$ cat src/rtl/mux_rr_arb_pkg.sv
// Shared types for the registered N:1 handshake mux.
// Mode encoding for direct-select vs round-robin arbitration.
package mux_rr_arb_pkg;

  typedef enum logic {
    MODE_SEL = 1'b0,
    MODE_RR  = 1'b1
  } mode_e;

endpackage

$ cat src/rtl/mux_rr_arb_if.sv
// Handshake bundle: N producer channels in, one consumer out.
// slave = mux side, master = producer/consumer side.
interface mux_rr_arb_if #(
  parameter int W = 4,
  parameter int N = 4
) ();

  localparam int SW = $clog2(N);

  logic [N*W-1:0] in_data;
  logic [N-1:0]   in_valid;
  logic [N-1:0]   in_ready;
  logic [W-1:0]   out_data;
  logic           out_valid;
  logic           out_ready;
  logic [SW-1:0]  out_src;

  modport slave (
    input  in_data, in_valid, out_ready,
    output in_ready, out_data, out_valid, out_src
  );

  modport master (
    output in_data, in_valid, out_ready,
    input  in_ready, out_data, out_valid, out_src
  );

endinterface

$ cat src/rtl/mux_rr_arb_rr_arbiter.sv
// Round-robin arbiter with rotating priority pointer.
// Ports: clk, rst, req, advance, en -> gnt_idx, gnt_v.
module mux_rr_arb_rr_arbiter #(
  parameter int N  = 4,
  parameter int SW = $clog2(N)
) (
  input  logic          clk,
  input  logic          rst,
  input  logic [N-1:0]  req,
  input  logic          advance,
  input  logic          en,
  output logic [SW-1:0] gnt_idx,
  output logic          gnt_v
);

  logic [SW-1:0] r_ptr;
  logic [SW:0]   w_c;
  logic          w_found;

  // scan ptr, ptr+1, ... wrapping at N (N need not be 2^k)
  always_comb begin
    gnt_idx = '0;
    w_found = 1'b0;
    w_c     = '0;
    for (int k = 0; k < N; k++) begin
      w_c = {1'b0, r_ptr} + (SW+1)'(k);
      if (w_c >= (SW+1)'(N))
        w_c = w_c - (SW+1)'(N);
      if (!w_found && req[w_c[SW-1:0]]) begin
        w_found = 1'b1;
        gnt_idx = w_c[SW-1:0];
      end
    end
  end

  assign gnt_v = |req;

  always_ff @(posedge clk) begin
    if (rst) begin
      r_ptr <= '0;
    end else if (advance && en) begin
      if (gnt_idx == SW'(N-1))
        r_ptr <= '0;
      else
        r_ptr <= gnt_idx + SW'(1);
    end
  end

endmodule

$ cat src/rtl/mux_rr_arb.sv
// Registered N:1 valid/ready mux, direct-select or round-robin.
// Ports: clk, rst, mode, sel, bus (in_*/out_* handshakes).
module mux_rr_arb
  import mux_rr_arb_pkg::*;
#(
  parameter int W  = 4,
  parameter int N  = 4,
  parameter int SW = $clog2(N)
) (
  input  logic          clk,
  input  logic          rst,
  input  logic          mode,
  input  logic [SW-1:0] sel,
  mux_rr_arb_if.slave   bus
);

  logic [SW-1:0] w_arb_idx;
  logic          w_arb_v;
  logic          w_sel_v;
  logic          w_rr;
  logic [SW-1:0] w_g;
  logic          w_gv;
  logic          w_can_load;
  logic          w_xfer;
  logic [W-1:0]  w_data;

  logic [W-1:0]  r_data;
  logic [SW-1:0] r_src;
  logic          r_valid;

  mux_rr_arb_rr_arbiter #(.N(N), .SW(SW)) u_arb (
    .clk     (clk),
    .rst     (rst),
    .req     (bus.in_valid),
    .advance (w_xfer),
    .en      (w_rr),
    .gnt_idx (w_arb_idx),
    .gnt_v   (w_arb_v)
  );

  assign w_rr       = (mode == MODE_RR);
  assign w_g        = w_rr ? w_arb_idx : sel;
  assign w_gv       = w_rr ? w_arb_v : w_sel_v;
  assign w_can_load = !r_valid || bus.out_ready;
  assign w_xfer     = !rst && w_gv && w_can_load;

  // sel >= N matches no channel, so nothing is granted
  always_comb begin
    w_sel_v = 1'b0;
    w_data  = '0;
    for (int i = 0; i < N; i++) begin
      if (sel == SW'(i))
        w_sel_v = bus.in_valid[i];
      if (w_g == SW'(i))
        w_data = bus.in_data[i*W +: W];
    end
  end

  always_comb begin
    bus.in_ready = '0;
    for (int i = 0; i < N; i++)
      bus.in_ready[i] = w_xfer && (w_g == SW'(i));
  end

  always_ff @(posedge clk) begin
    if (rst) begin
      r_valid <= 1'b0;
      r_data  <= '0;
      r_src   <= '0;
    end else if (w_xfer) begin
      r_valid <= 1'b1;
      r_data  <= w_data;
      r_src   <= w_g;
    end else if (r_valid && bus.out_ready) begin
      r_valid <= 1'b0;
    end
  end

  assign bus.out_data  = r_data;
  assign bus.out_valid = r_valid;
  assign bus.out_src   = r_src;

endmodule

$ cat src/flat_wrapper.sv
// flat-port wrapper written by rule: the top's interface ports become plain ports
module mux_rr_arb_flat import mux_rr_arb_pkg::*;
#(
  parameter int W  = 4,
  parameter int N  = 4,
  parameter int SW = $clog2(N)
)
  (clk, rst, mode, sel, bus_in_data, bus_in_valid, bus_out_ready, bus_in_ready, bus_out_data, bus_out_valid, bus_out_src);
  mux_rr_arb_if #(.W(W), .N(N)) bus_i ();
  input  logic clk;
  input  logic rst;
  input  logic mode;
  input  logic [SW-1:0] sel;
  input wire logic [$bits(bus_i.in_data)-1:0] bus_in_data;
  input wire logic [$bits(bus_i.in_valid)-1:0] bus_in_valid;
  input wire logic [$bits(bus_i.out_ready)-1:0] bus_out_ready;
  output wire logic [$bits(bus_i.in_ready)-1:0] bus_in_ready;
  output wire logic [$bits(bus_i.out_data)-1:0] bus_out_data;
  output wire logic [$bits(bus_i.out_valid)-1:0] bus_out_valid;
  output wire logic [$bits(bus_i.out_src)-1:0] bus_out_src;
  assign bus_i.in_data = bus_in_data;
  assign bus_i.in_valid = bus_in_valid;
  assign bus_i.out_ready = bus_out_ready;
  assign bus_in_ready = bus_i.in_ready;
  assign bus_out_data = bus_i.out_data;
  assign bus_out_valid = bus_i.out_valid;
  assign bus_out_src = bus_i.out_src;
  mux_rr_arb #(.W(W), .N(N), .SW(SW)) u_core (.clk(clk), .rst(rst), .mode(mode), .sel(sel), .bus(bus_i));
endmodule
$ cat config.mk
export PLATFORM = sky130hd
export DESIGN_NAME = mux_rr_arb_flat
export DESIGN_NICKNAME = d
export VERILOG_FILES = /design/src/rtl/mux_rr_arb_pkg.sv /design/src/rtl/mux_rr_arb_if.sv /design/src/rtl/mux_rr_arb_rr_arbiter.sv /design/src/rtl/mux_rr_arb.sv /design/src/flat_wrapper.sv
export SDC_FILE = /design/constraint.sdc
export NUM_CORES = 1
export LEC_CHECK = 0
export ABC_AREA = 0
export CELL_PAD_IN_SITES_DETAIL_PLACEMENT = 1
export CELL_PAD_IN_SITES_GLOBAL_PLACEMENT = 1
export CORE_UTILIZATION = 40
export DETAILED_ROUTE_END_ITERATION = 6
export DONT_BUFFER_PORTS = 1
export MAX_ROUTING_LAYER = met4
export PLACE_DENSITY = 0.84
export SYNTH_ARGS = -nofsm -noshare
export SYNTH_HDL_FRONTEND = slang
export SYNTH_SLANG_ARGS = --single-unit
$ cat constraint.sdc
create_clock -name clk -period 2.1 [get_ports clk]
set_clock_uncertainty 0.1 [all_clocks]
set_input_delay 0.42 -clock clk [delete_from_list [all_inputs] [get_ports clk]]
set_output_delay 0.42 -clock clk [all_outputs]
set_load 0.01 [all_outputs]
==> results of run 1 <==
==> registers in the layout (all words and copies together), names as in the netlist <==
name,flops
u_core.bus.out_data,4
u_core.bus.out_src,2
u_core.bus.out_valid,1
u_core.u_arb.r_ptr,2
==> worst max-delay path: cells and delay by family <==
kind	cells	cell delay [ns]
compound gates	3	0.58
simple gates	2	0.47
==> final timing paths <==
path | end
worst max-delay path | bus_in_ready[0]
worst min-delay path | u_core.u_arb.r_ptr[0]
worst max register to register | u_core.u_arb.r_ptr[0]
worst min register to register | u_core.bus.out_src[1]
==> cell type report <==
class / instances / area (um^2)
fillers: 195 / 742
multi-input cells: 62 / 463
flip-flops and latches: 9 / 184
repair buffers: 7 / 52.6
clock buffers: 4 / 26.3
well taps: 16 / 20.0
inverters: 5 / 18.8
==> power breakdown <==
part | switching, mW | internal [mW]
Combinational | 0.0637 | 0.0632
Clock | 0.0616 | 0.0732
Sequential | 0.0221 | 0.189
Total | 0.147 | 0.325
==> per-layer routing <==
metal	global-route usage (%)	vias up
met1	22.6	299
met5	-	-
met4	11.6	0
li1	-	308
met2	33.1	26
met3	5.65	5
==> synthesized netlist by cell type, drive strengths merged <==
library cell	instances	area share [%]
a211oi	2	3.1
a21boi	1	1.2
a21oi	4	3.1
a31oi	1	0.98
and2	2	2.0
buf	2	1.8
dfxtp	9	28
ha	1	2.0
inv	5	2.9
mux2i	10	16
nand2	3	1.8
nand2b	2	2.0
nand3	1	0.78
nand3b	4	4.7
nor2	9	5.3
nor2b	3	2.9
nor3	1	0.78
nor3b	1	1.2
nor4	1	0.98
o21a	1	1.2
o21ai	4	3.7
o21bai	2	2.4
o221ai	5	6.9
o22ai	1	0.98
o2bb2ai	1	1.4
or2	1	0.98
or4	1	1.2
==> timing repair <==
item,CTS,global route
pin swaps,1,2
setup endpoints to repair,4,4
hold buffers,0,0
hold endpoints to repair,0,0
buffers inserted,0,3
gates resized for setup,3,8
==> cell families (layout without fill, tap and decap cells) <==
kind of cell | Yosys count | in the layout | synth area share (%)
AND/OR/NAND/NOR | 29 | 29 | 24.5
AO/OA/AOI/OAI | 22 | 22 | 24.9
multiplexers | 10 | 10 | 15.7
flip-flops | 9 | 9 | 28.2
buffers and inverters | 7 | 16 | 4.71
adder cells (fa/ha/maj) | 1 | 1 | 1.96
==> results.md, run 1 <==
- Pre-CTS WS: 0.0717 ns
- Area of the mapped netlist: 638 um^2
- First-pass GRT wire length: 2.59 mm
- Largest net degree at the start of global routing: 11
- Max-cap violations: 0
- Status: complete, no violations
- Final wirelength: 1.74 mm
- Startpoint type of the worst setup path: input pin
- Commonest non-fill, non-tap cell in the layout: mux2i_1
- Clk slew on worst S/H paths: 0.07 ns
- Critical path arrival: 1.47 ns
- ANT nets after route: 0
- Fin cells: 103
- Rows: 14
- NumNets Final: 115
- Power Density: 618 nW/um^2
- Vias: 638
- Initial core utilization: 42.4%
- TritonCTS Sinks: 9
- CTS buffer count: 3
- Avg WL per Cell: 16.9 um
- IO buf count: 0
- Maximum buffer depth of the clock tree: 2
- CTS root buffer: clkbuf_4
- Final GP Congestion: 0.810
- H-Tree Level Count: 1
- Final period util: 94.6%
- Hold Crit Start: rst
- Min Tclk post-route: 1.99 ns
- Worst setup path start: sel[1]
- Yosys warnings: 0
- Leakage: 0.300 nW
- Die footprint: 1760 um^2
- Die X: 41.9 um
- Layout Area Growth over Synthesis: 19.8%
- DRC errors left: 0
- Antenna Diode Count: 0
- Max_slew headroom: 76.7%
- Element type at the critical path end: primary output
- Setup Viol. Count Final: 0
- Slowest stage delay, CP: 0.33 ns
- Register area share after synthesis: 28.2%
- Syn_area_per_cell: 8.18 um^2
- Final worst setup slack: 0.113 ns
- Syn Inst Count: 78
- Critical Path, Cell by Cell: o21bai_1 -> a211oi_2 -> o21ai_2 -> or2_2 -> nor2_2
- Area after DPL: 677 um^2
- Tot GR Track Use: 20.5%
- RSZ-0062 raised after global routing: false
- Pwr Total: 0.473 mW
- Cells after DPL: 96
- Initial drt markers: 9
- I/O Pins: 37
- Routed wl met3: 103 um
- Max-slew violations: 0
- Reg-to-Reg Start: u_core.u_arb.r_ptr[1]
- WL met2: 895 um
- Synthesized flop and latch total: 9
- Vias in the first global route: 615
- Most frequent cells in the layout: 10 x mux2i_1, 8 x dfxtp_1, 7 x buf_4
- Skew-Pair Late Insertion Delay: 0.26 ns
- WP data required: 1.58 ns
- Yosys cell types: 30
- Post-route cell area: 764 um^2
- Hold path cells: 1
- Die Ht: 41.9 um
- Core area: 1510 um^2
- Final Util: 50.7%
- WHS: 0.114 ns
- Mean number of vias per cell: 6.19
- R2R Setup Slk: 0.31 ns
- Final Hold Viols: 0
- Worst min path class: input pin to flop
- Worst-Margin Slew: 0.346 ns
- R2r worst-path depth: 6
- Worst setup path category: input pin to primary output
- Layout cells sized above 1: 25.3%
- Setup TNS: 0 ns
- Met1 wire length: 704 um
- FMAX: 0.503 GHz
- Uppermost layer routed: met4
- Dpl hpwl: 1.32 mm
- Drt pass-1 iters: 4
- CP max stage cell: or2_2
- Initial antenna violation count: 0
- Residual overflow from global routing: 0
- Worst Path Max Fanout: 3
- CTS tree: done
- Syn nets: 105
- Worst vdd ir: 0.305 mV
Note: power is estimated with default switching activity, not from simulation.
==> run 2, diff against run 1 <==
--- a/config.mk
+++ b/config.mk
@@ -6,13 +6,13 @@
 export NUM_CORES = 1
 export LEC_CHECK = 0
 export ABC_AREA = 0
-export CELL_PAD_IN_SITES_DETAIL_PLACEMENT = 1
-export CELL_PAD_IN_SITES_GLOBAL_PLACEMENT = 1
-export CORE_UTILIZATION = 40
+export CORE_AREA = 2 2 39 41
 export DETAILED_ROUTE_END_ITERATION = 6
+export DIE_AREA = 0 0 41 43
 export DONT_BUFFER_PORTS = 1
 export MAX_ROUTING_LAYER = met4
-export PLACE_DENSITY = 0.84
+export PLACE_DENSITY = 0.73
 export SYNTH_ARGS = -nofsm -noshare
 export SYNTH_HDL_FRONTEND = slang
 export SYNTH_SLANG_ARGS = --single-unit
+export TNS_END_PERCENT = 10
==> run 2 against run 1 <==
Net effect:
- worst setup slack worse by 0.059 ns
- sequential power hardly changed
- clock power hardly changed
- core utilization up 2.5 points
- critical endpoint is now bus_in_ready[2]
- design area is 3.6% lower
- highest routed layer unchanged
- wire length fell by 14%
==> results.md, run 2 (synthesized netlist as in run 1, its figures left out) <==
- Final period util: 97.4% (+2.8 points)
- Startpoint type of the worst setup path: flop
- Max_slew headroom: 77.1% (+0.34 points)
- Largest net degree at the start of global routing: 11 (unchanged)
- Max-slew violations: 0 (unchanged)
- FMAX: 0.489 GHz (-2.9%)
- Worst-Margin Slew: 0.341 ns (-0.00505 ns)
- Skew-Pair Late Insertion Delay: 0.26 ns (about the same)
- Largest register FFs: 4 (unchanged)
- Layout cells sized above 1: 21.2% (-4.1 points)
- Fill count: 151 (-23%)
- Worst min path class: input pin to flop
- Die footprint: 1760 um^2 (+0.23%)
- Core area: 1380 um^2 (-8.1%)
- Largest delay contributor family on the critical path: simple AND/OR/NAND/NOR gates
- Crit path buffers/inverters: 0 (unchanged)
- Element type at the critical path end: primary output
- Post-route cell area: 737 um^2 (-3.6%)
- Final Hold Viols: 0 (unchanged)
- CTS tree: done
- Vias: 616 (-3.4%)
- Status: complete, no violations
- H-Tree Level Count: 1 (unchanged)
- Residual overflow from global routing: 0 (unchanged)
- WHS: 0.115 ns (+0.000707 ns)
- Critical Path, Cell by Cell: a21boi_0 -> o22ai_1 -> o2bb2ai_2 -> or2_2 -> nor2_2
- Rows: 14 (unchanged)
- Initial core utilization: 46.1% (+3.8 points)
- NumNets Final: 113 (-1.7%)
- Final wirelength: 1.49 mm (-14%)
- DRC errors left: 0 (unchanged)
- Antenna Diode Count: 0 (unchanged)
- Maximum buffer depth of the clock tree: 2 (unchanged)
- Critical path arrival: 1.53 ns (+0.06 ns)
- Most frequent cells in the layout: 10 x mux2i_1, 8 x dfxtp_1, 6 x nor2_1
- Fin cells: 101 (-1.9%)
- I/O Pins: 37 (unchanged)
- WP data required: 1.58 ns (about the same)
- CTS root buffer: clkbuf_4
- Initial antenna violation count: 0 (unchanged)
- Vias in the first global route: 586 (-4.7%)
- Dpl hpwl: 1.14 mm (-14%)
- Die X: 41 um (-2.2%)
- IO buf count: 0 (unchanged)
- Tot GR Track Use: 18.8% (-1.7 points)
- Drt pass-1 iters: 4 (unchanged)
- Cells after DPL: 96 (unchanged)
- Avg WL per Cell: 14.8 um (-12%)
- Commonest non-fill, non-tap cell in the layout: mux2i_1
- Leakage: 0.284 nW (-5.4%)
- Min Tclk post-route: 2.05 ns (+0.0590 ns)
- Max-cap violations: 0 (unchanged)
- Slowest stage delay, CP: 0.37 ns (+0.04 ns)
- Layout Area Growth over Synthesis: 15.5%
- TritonCTS Sinks: 9 (unchanged)
- Die Ht: 43 um (+2.5%)
- First-pass GRT wire length: 2.26 mm (-13%)
- Setup Viol. Count Final: 0 (unchanged)
- Power Density: 628 nW/um^2 (+1.6%)
- Worst vdd ir: 0.358 mV (+17%)
- Clk slew on worst S/H paths: 0.06 ns (about the same)
- Worst Path Max Fanout: 6 (+3)
- Mean number of vias per cell: 6.10 (-1.5%)
- RSZ-0062 raised after global routing: true
- ANT nets after route: 0 (unchanged)
- Worst setup path category: flop to primary output
- Initial drt markers: 5 (-4)
- Final GP Congestion: 0.635 (-22%)
- CTS buffer count: 3 (unchanged)
- Area after DPL: 677 um^2 (unchanged)
- CP max stage cell: dfxtp_2
==> run 2: cell type report <==
type / instances / area [um^2] / area share [%]
multi-input cells: 62 / 453 / 61.5
clock buffers: 4 / 26.3 / 3.57
inverters: 5 / 18.8 / 2.55
well taps: 16 / 20.0 / 2.72
flip-flops and latches: 9 / 181 / 24.6
repair buffers: 5 / 37.5 / 5.09
==> run 2: power by group <==
part	switching [mW]	internal, mW
logic	0.0609	0.0582
registers	0.0206	0.189
clock network	0.0604	0.0732
==> run 2: repair_timing <==
item / in CTS / in global routing
resized for setup: 2 / 6
pin swaps: 1 / 4
endpoints found under the setup margin: 4 / 4
setup buffers: 0 / 1
gates cloned: 0 / 0
hold buffers: 0 / 0
==> run 2: per-stage QoR <==
step	worst slack [ns]	power, mW	TNS [ns]	util, %
floorplan	0.0823	0.298	0	-
detailed placement	0.0933	0.322	0	48.9
global placement	0.113	0.319	0	48.9
global route	-0.0167	0.490	-0.0382	53.3
CTS	-0.0179	0.460	-0.0319	51.7
finish	0.0538	0.463	0	53.3
==> run 2: layer usage <==
metal  track usage, %  routed length, um  up-vias
met5                -                  0        -
met4             8.00                 17        0
met3             3.14                127        3
met2             30.6                783       33
met1             21.6                565      276
li1                 -                  -      304
==> run 2: final timing paths <==
path | startpoint | end | slack (ns) | cells after the start
worst max-delay path | u_core.u_arb.r_ptr[1] | bus_in_ready[2] | 0.05 | 5
worst min-delay path | rst | u_core.u_arb.r_ptr[1] | 0.11 | 1
worst max register to register | u_core.u_arb.r_ptr[1] | u_core.u_arb.r_ptr[0] | 0.24 | 6
worst min register to register | u_core.bus.out_src[1] | u_core.bus.out_src[1] | 0.40 | 2
